===== src/rtl/icache_miss_arbiter.sv =====
// I-cache miss arbiter: even/odd demand misses and next-line prefetch share one L2 read port.
// Optional prefetch deduplication is enabled by defining ICACHE_PF_DEDUP_EN.
module icache_miss_arbiter #(
  parameter int XLEN      = 32,
  parameter int LINE_BITS = 512
) (
  input  logic                 clk,
  input  logic                 rst,
  input  logic                 dm_even_valid,
  input  logic [XLEN-1:0]      dm_even_addr,
  output logic                 dm_even_ready,
  input  logic                 dm_odd_valid,
  input  logic [XLEN-1:0]      dm_odd_addr,
  output logic                 dm_odd_ready,
  input  logic                 pf_valid,
  input  logic [XLEN-1:0]      pf_addr,
  output logic                 pf_ready,
  input  logic                 flush,
  output logic                 l2_req_valid,
  output logic [2:0]           l2_req_op,
  output logic [XLEN-1:0]      l2_req_addr,
  input  logic                 l2_req_ready,
  input  logic                 l2_rsp_valid,
  input  logic [LINE_BITS-1:0] l2_rsp_data,
  input  logic [2:0]           l2_rsp_state,
  output logic                 fill_valid,
  output logic [XLEN-1:0]      fill_addr,
  output logic [LINE_BITS-1:0] fill_data,
  output logic [2:0]           fill_state,
  output logic [1:0]           fill_src,
  output logic                 busy
);

  localparam logic [XLEN-1:0] LMASK = ~XLEN'(63);

  typedef enum logic [1:0] {
    S_IDLE,
    S_REQ,
    S_WAIT,
    S_FILL
  } state_e;

  state_e               state_q, state_d;
  logic [XLEN-1:0]      addr_q, addr_d;
  logic [1:0]           src_q, src_d;
  logic [LINE_BITS-1:0] data_q, data_d;
  logic [2:0]           rstate_q, rstate_d;
  logic                 squash_q, squash_d;
  logic                 gnt_even, gnt_odd, gnt_pf;
  logic                 pf_drop, fire;

  always_comb begin
    gnt_even = 1'b0;
    gnt_odd  = 1'b0;
    gnt_pf   = 1'b0;
    if (state_q == S_IDLE && !flush) begin
      priority case (1'b1)
        dm_even_valid: gnt_even = 1'b1;
        dm_odd_valid:  gnt_odd  = 1'b1;
        pf_valid:      gnt_pf   = 1'b1;
        default: ;
      endcase
    end
  end

`ifdef ICACHE_PF_DEDUP_EN
  logic [XLEN-1:0] lf_addr_q, lf_addr_d;
  logic            lf_vld_q, lf_vld_d;
  logic [XLEN-1:0] pf_line;
  logic            dup_lf, dup_even, dup_odd;

  assign pf_line  = pf_addr & LMASK;
  assign dup_lf   = lf_vld_q && (pf_line == lf_addr_q);
  assign dup_even = dm_even_valid
                 && ((dm_even_addr & LMASK) == pf_line);
  assign dup_odd  = dm_odd_valid
                 && ((dm_odd_addr & LMASK) == pf_line);
  assign pf_drop  = gnt_pf && (dup_lf || dup_even || dup_odd);

  // Only fills that reach the cache count as "recently fetched".
  always_comb begin
    lf_addr_d = lf_addr_q;
    lf_vld_d  = lf_vld_q;
    if (fill_valid) begin
      lf_addr_d = addr_q;
      lf_vld_d  = 1'b1;
    end
  end

  always_ff @(posedge clk or negedge rst) begin
    if (!rst) begin
      lf_addr_q <= '0;
      lf_vld_q  <= 1'b0;
    end else begin
      lf_addr_q <= lf_addr_d;
      lf_vld_q  <= lf_vld_d;
    end
  end
`else
  assign pf_drop = 1'b0;
`endif

  assign fire = gnt_even || gnt_odd || (gnt_pf && !pf_drop);

  always_comb begin
    addr_d   = addr_q;
    src_d    = src_q;
    data_d   = data_q;
    rstate_d = rstate_q;
    squash_d = squash_q;
    if (fire) begin
      if (gnt_even) begin
        addr_d = dm_even_addr & LMASK;
        src_d  = 2'd0;
      end else if (gnt_odd) begin
        addr_d = dm_odd_addr & LMASK;
        src_d  = 2'd1;
      end else begin
        addr_d = pf_addr & LMASK;
        src_d  = 2'd2;
      end
    end
    if (state_q == S_WAIT && l2_rsp_valid) begin
      data_d   = l2_rsp_data;
      rstate_d = l2_rsp_state;
    end
    if (state_q == S_IDLE) begin
      squash_d = 1'b0;
    end else if (flush) begin
      squash_d = 1'b1;
    end
  end

  always_ff @(posedge clk or negedge rst) begin
    if (!rst) begin
      state_q <= S_IDLE;
    end else begin
      state_q <= state_d;
    end
  end

  always_ff @(posedge clk or negedge rst) begin
    if (!rst) begin
      addr_q   <= '0;
      src_q    <= '0;
      data_q   <= '0;
      rstate_q <= '0;
      squash_q <= 1'b0;
    end else begin
      addr_q   <= addr_d;
      src_q    <= src_d;
      data_q   <= data_d;
      rstate_q <= rstate_d;
      squash_q <= squash_d;
    end
  end

  always_comb begin
    state_d = state_q;
    unique case (state_q)
      S_IDLE: if (fire) state_d = S_REQ;
      S_REQ:  if (l2_req_ready) state_d = S_WAIT;
      S_WAIT: if (l2_rsp_valid) state_d = S_FILL;
      S_FILL: state_d = S_IDLE;
      default: state_d = S_IDLE;
    endcase
  end

  // Grants are gated by rst so nothing escapes while reset is held.
  always_comb begin
    dm_even_ready = rst && gnt_even;
    dm_odd_ready  = rst && gnt_odd;
    pf_ready      = rst && gnt_pf;
    l2_req_valid  = (state_q == S_REQ);
    l2_req_op     = l2_req_valid ? 3'd1 : 3'd0;
    l2_req_addr   = l2_req_valid ? addr_q : '0;
    fill_valid    = (state_q == S_FILL)
                 && !squash_q && !flush;
    fill_addr     = fill_valid ? addr_q : '0;
    fill_data     = fill_valid ? data_q : '0;
    fill_state    = fill_valid ? rstate_q : '0;
    fill_src      = fill_valid ? src_q : '0;
    busy          = (state_q != S_IDLE);
  end

endmodule


===== config.mk =====
export PLATFORM = sky130hd
export DESIGN_NAME = icache_miss_arbiter
export DESIGN_NICKNAME = d
export VERILOG_FILES = /design/src/rtl/icache_miss_arbiter.sv
export SDC_FILE = /design/constraint.sdc
export NUM_CORES = 1
export LEC_CHECK = 0
export ABC_CLOCK_PERIOD_IN_PS = 3300
export CORE_AREA = 4 4 474 476
export CTS_CLUSTER_SIZE = 40
export DETAILED_ROUTE_END_ITERATION = 16
export DIE_AREA = 0 0 478 480
export PLACE_DENSITY_LB_ADDON = 0.25
export SETUP_SLACK_MARGIN = 0.05
export SYNTH_ARGS = -nofsm -noshare
export SYNTH_HDL_FRONTEND = slang
export SYNTH_SLANG_ARGS = --single-unit

===== constraint.sdc =====
create_clock -name clk -period 3.3 [get_ports clk]
set_clock_uncertainty 0.15 [all_clocks]
set_input_delay 0.495 -clock clk [delete_from_list [all_inputs] [get_ports clk]]
set_output_delay 0.495 -clock clk [all_outputs]
set_load 0.05 [all_outputs]

==> results.md <==
* H-tree Lvls at 3
* Max FO, Critical Path at between 60 and 70
* Max clock buf depth at 3
* Final Cycle Share at 0.950
* Layout cell share with drive strength beyond 1 at 0.418
* Pwr/cell area at 762 mW/mm²
* Unrepaired setup endpoints after global routing: yes
* Setup_tns at 0 ns
* Die ar. at 0.229 mm²
* Fin nets at 3791
* WL per Instance at 24.3 µm
* Worst-margin pin slew at 0.662 ns
* Post-synthesis async set-or-reset flop share at 1.00
* Setup CP Type: flip-flop to primary output
* Internal power at 23.2 mW
* R2R Setup Slk at 0.98 ns
* Critical Path Source: state_q[1]
* Die Wd at ~480 µm
* Worst r2r src: state_q[0]
* Die H at ~480 µm
* Hold Path Class: primary input to async pin
* CORE AREA at 0.221 mm²
* YS warnings at 0
* Comb pwr share at 0.442
* Post-Layout Inst Area at ~0.049 mm²
* WP data required at approximately 2.7 ns
* GR Overflow Total at 0
* Initial Util at 0.115
* GP Congestion at 0.812
* Via count at ~22k
* Critical Path End: fill_data[26]
* Leakage Power at 21.3 nW
* Sw frac at 0.379
* Most common cell after layout, fill and taps aside: clkdlybuf4s50_1
* Post-Syn Area per Cell at 12.6 µm²
* Top cells by area, synth: dfrtp_1 (54%), mux2_2 (23%), and3_1 (13%)
* Clk sinks at between 500 and 600
* Fin worst setup slack at 0.164 ns
* Synth Flop Type: dfrtp_1
* Synthesized cell area at 0.0253 mm²
* Total CTS buffers at 78
* CTS root buffer: clkbuf_16
* GRT Resource Usage Total at 0.127
* Input/output buffers at 1176
* Fill count at 23.6k
* Most frequent cells in the layout: clkdlybuf4s50_1 (598), buf_12 (576), dfrtp_1 (545)
* Crit path capture type: primary output
* First-pass GRT wire length at 204000 µm
* Sequential power share at 0.327
* Maximum clock rate at 319 MHz
* Seq/Total Area, Yosys at 0.539
* Critical Path Source Type: flip-flop
* Status: completed
* Number of synthesized register bits at 546
* Pre-Repair DR Iteration Count at 5
* Worst R2R End: data_q[442]
* DPL Wire Length at about 120000 µm
* Total wire length at ~150000 µm
* Netlist cell types at 30
* Worst Reg-to-Reg Cells at 6
* VDD IR max at 0.000398 V
* Slew HR at 0.554
* Post-synth top area share at 0.539
* Ports at 1209
* Layout area overhead at 93.6%
* Gate Count Post-Synth at 2009
* CTS tree: built
* Vias in the first global route at 23.1k
* Min Tclk post-route at 3.14 ns
* Place WS at roughly 0.23 ns
* Layout Cells excl Fill at 6220
* Num rows at 173
* Initial antenna violation count at 77
* DR iter-0 viols at 976
* Largest net degree at the start of global routing at 87
* # setup viols final at 0
* Final Max Tran Viols at 0
* Clock Power Share at 0.231
* DR DRC count at 0
* Hold Fails Final Rpt at 0
* Max_cap viols at 0
* Placed cells at 6056
* Worst skew pair latency at 0.68 ns
* WP data arrival at 2.49 ns
* Synth area leader: dfrtp_1
* Net switching power at 14.2 mW
* Reg clk slew, reported paths at about 0.060 ns
* Via-to-Cell Ratio at between 3 and 4
* Placed cell area at 0.0462 mm²
* Post-synth EDFFs at 0
* Final ANT Viol Nets at 0
==> logic make-up (layout without fill, tap and decap cells) <==
group                      count (synthesis)  in the layout  share of synthesized area
and+or+nand+nor                          614            614                      0.154
DFF                                      546            546                      0.539
adders and majority gates                  4              4                    0.00198
other                                      1             31                   0.000148
AOI/OAI and AO/OA                        109            109                     0.0266
muxes                                    516            516                      0.229
buffers and inverters                    219           1425                     0.0485
==> registers in the layout (all words and copies together) (netlist names) <==
register and flops:
addr_q 26, data_q 512, rstate_q 3, squash_q 1
src_q 2, state_q 2
==> power groups by stage <==
stage / sequential, mW / clock (mW) / combinational [mW]
floorplan: 11.2 / 0 / 9.70
global placement: 12.3 / 0 / 16.5
detailed placement: 12.4 / 0 / 16.6
CTS: 12.3 / 9.17 / 16.8
global route: 12.6 / 9.37 / 17.5
finish: 12.2 / 8.65 / 16.5
==> per-layer routing <==
layer  wire length (µm)  vias up  track usage
li1                   -     9539            -
met1              59100    10700        0.144
met2              71300      977        0.211
met3              15800      232       0.0628
met4               4280       58       0.0341
met5                376        -            0
==> cell type report <==
cell class	count	area (µm²)	share of cell area
Inverter	3	11.3	0.000230
Antenna cell	17	42.5	0.000867
Tap cell	2975	3720	0.0759
Multi-Input combinational cell	1257	10500	0.215
Clock inverter	24	347	0.00707
Sequential cell	546	13700	0.279
Clock buffer	116	2270	0.0462
Timing Repair Buffer	1282	18500	0.376
==> worst min-delay path by stage <==
stage | from | endpoint | depth (start not counted) | slack, ns
finish | rst | addr_q[7] | 2 | 0.24
CTS | l2_rsp_data[170] | data_q[170] | 2 | 0.14
detailed placement | data_q[109] | data_q[109] | 1 | 0.34
floorplan | rst | addr_q[10] | 0 | 0.05
global placement | data_q[302] | data_q[302] | 1 | 0.33
global route | l2_rsp_data[85] | data_q[85] | 2 | 0.16
==> cell usage after synthesis, types with 5 or more instances <==
master,n
nor2b_1,5
clkbuf_1,115
and3b_1,24
and3_1,545
and2_1,28
buf_6,32
a31oi_1,26
mux2_2,515
buf_4,20
a21oi_1,32
a21oi_2,20
o21ai_0,27
dfrtp_1,546
clkbuf_2,10
buf_2,37
==> what timing repair did <==
item	in CTS	in global routing
setup buffers	3	0
setup endpoints to repair	38	130
endpoints found under the hold margin	30	0
cloned	2	0
hold buffers	2	0
gates resized for setup	17	15
pin swaps	0	0
==> critical path, stage by stage (launching register included) <==
cell and delay (ns):
dfrtp_1 0.42, ha_4 0.22, buf_16 0.26, buf_16 0.27, and3_1 0.20, buf_4 0.17, buf_12 0.15
==> metrics by stage <==
| step | utilization | total power [mW] | hold slack (ns) |
|---|---|---|---|
| finish | 0.222 | 37.4 | 0.236 |
| global route | 0.222 | 39.6 | 0.163 |
| CTS | 0.222 | 38.3 | 0.136 |
| detailed placement | 0.209 | 29.0 | 0.337 |
| global placement | 0.209 | 28.8 | 0.329 |
| floorplan | - | 20.9 | 0.0494 |
(Power assumes the default switching activity.)
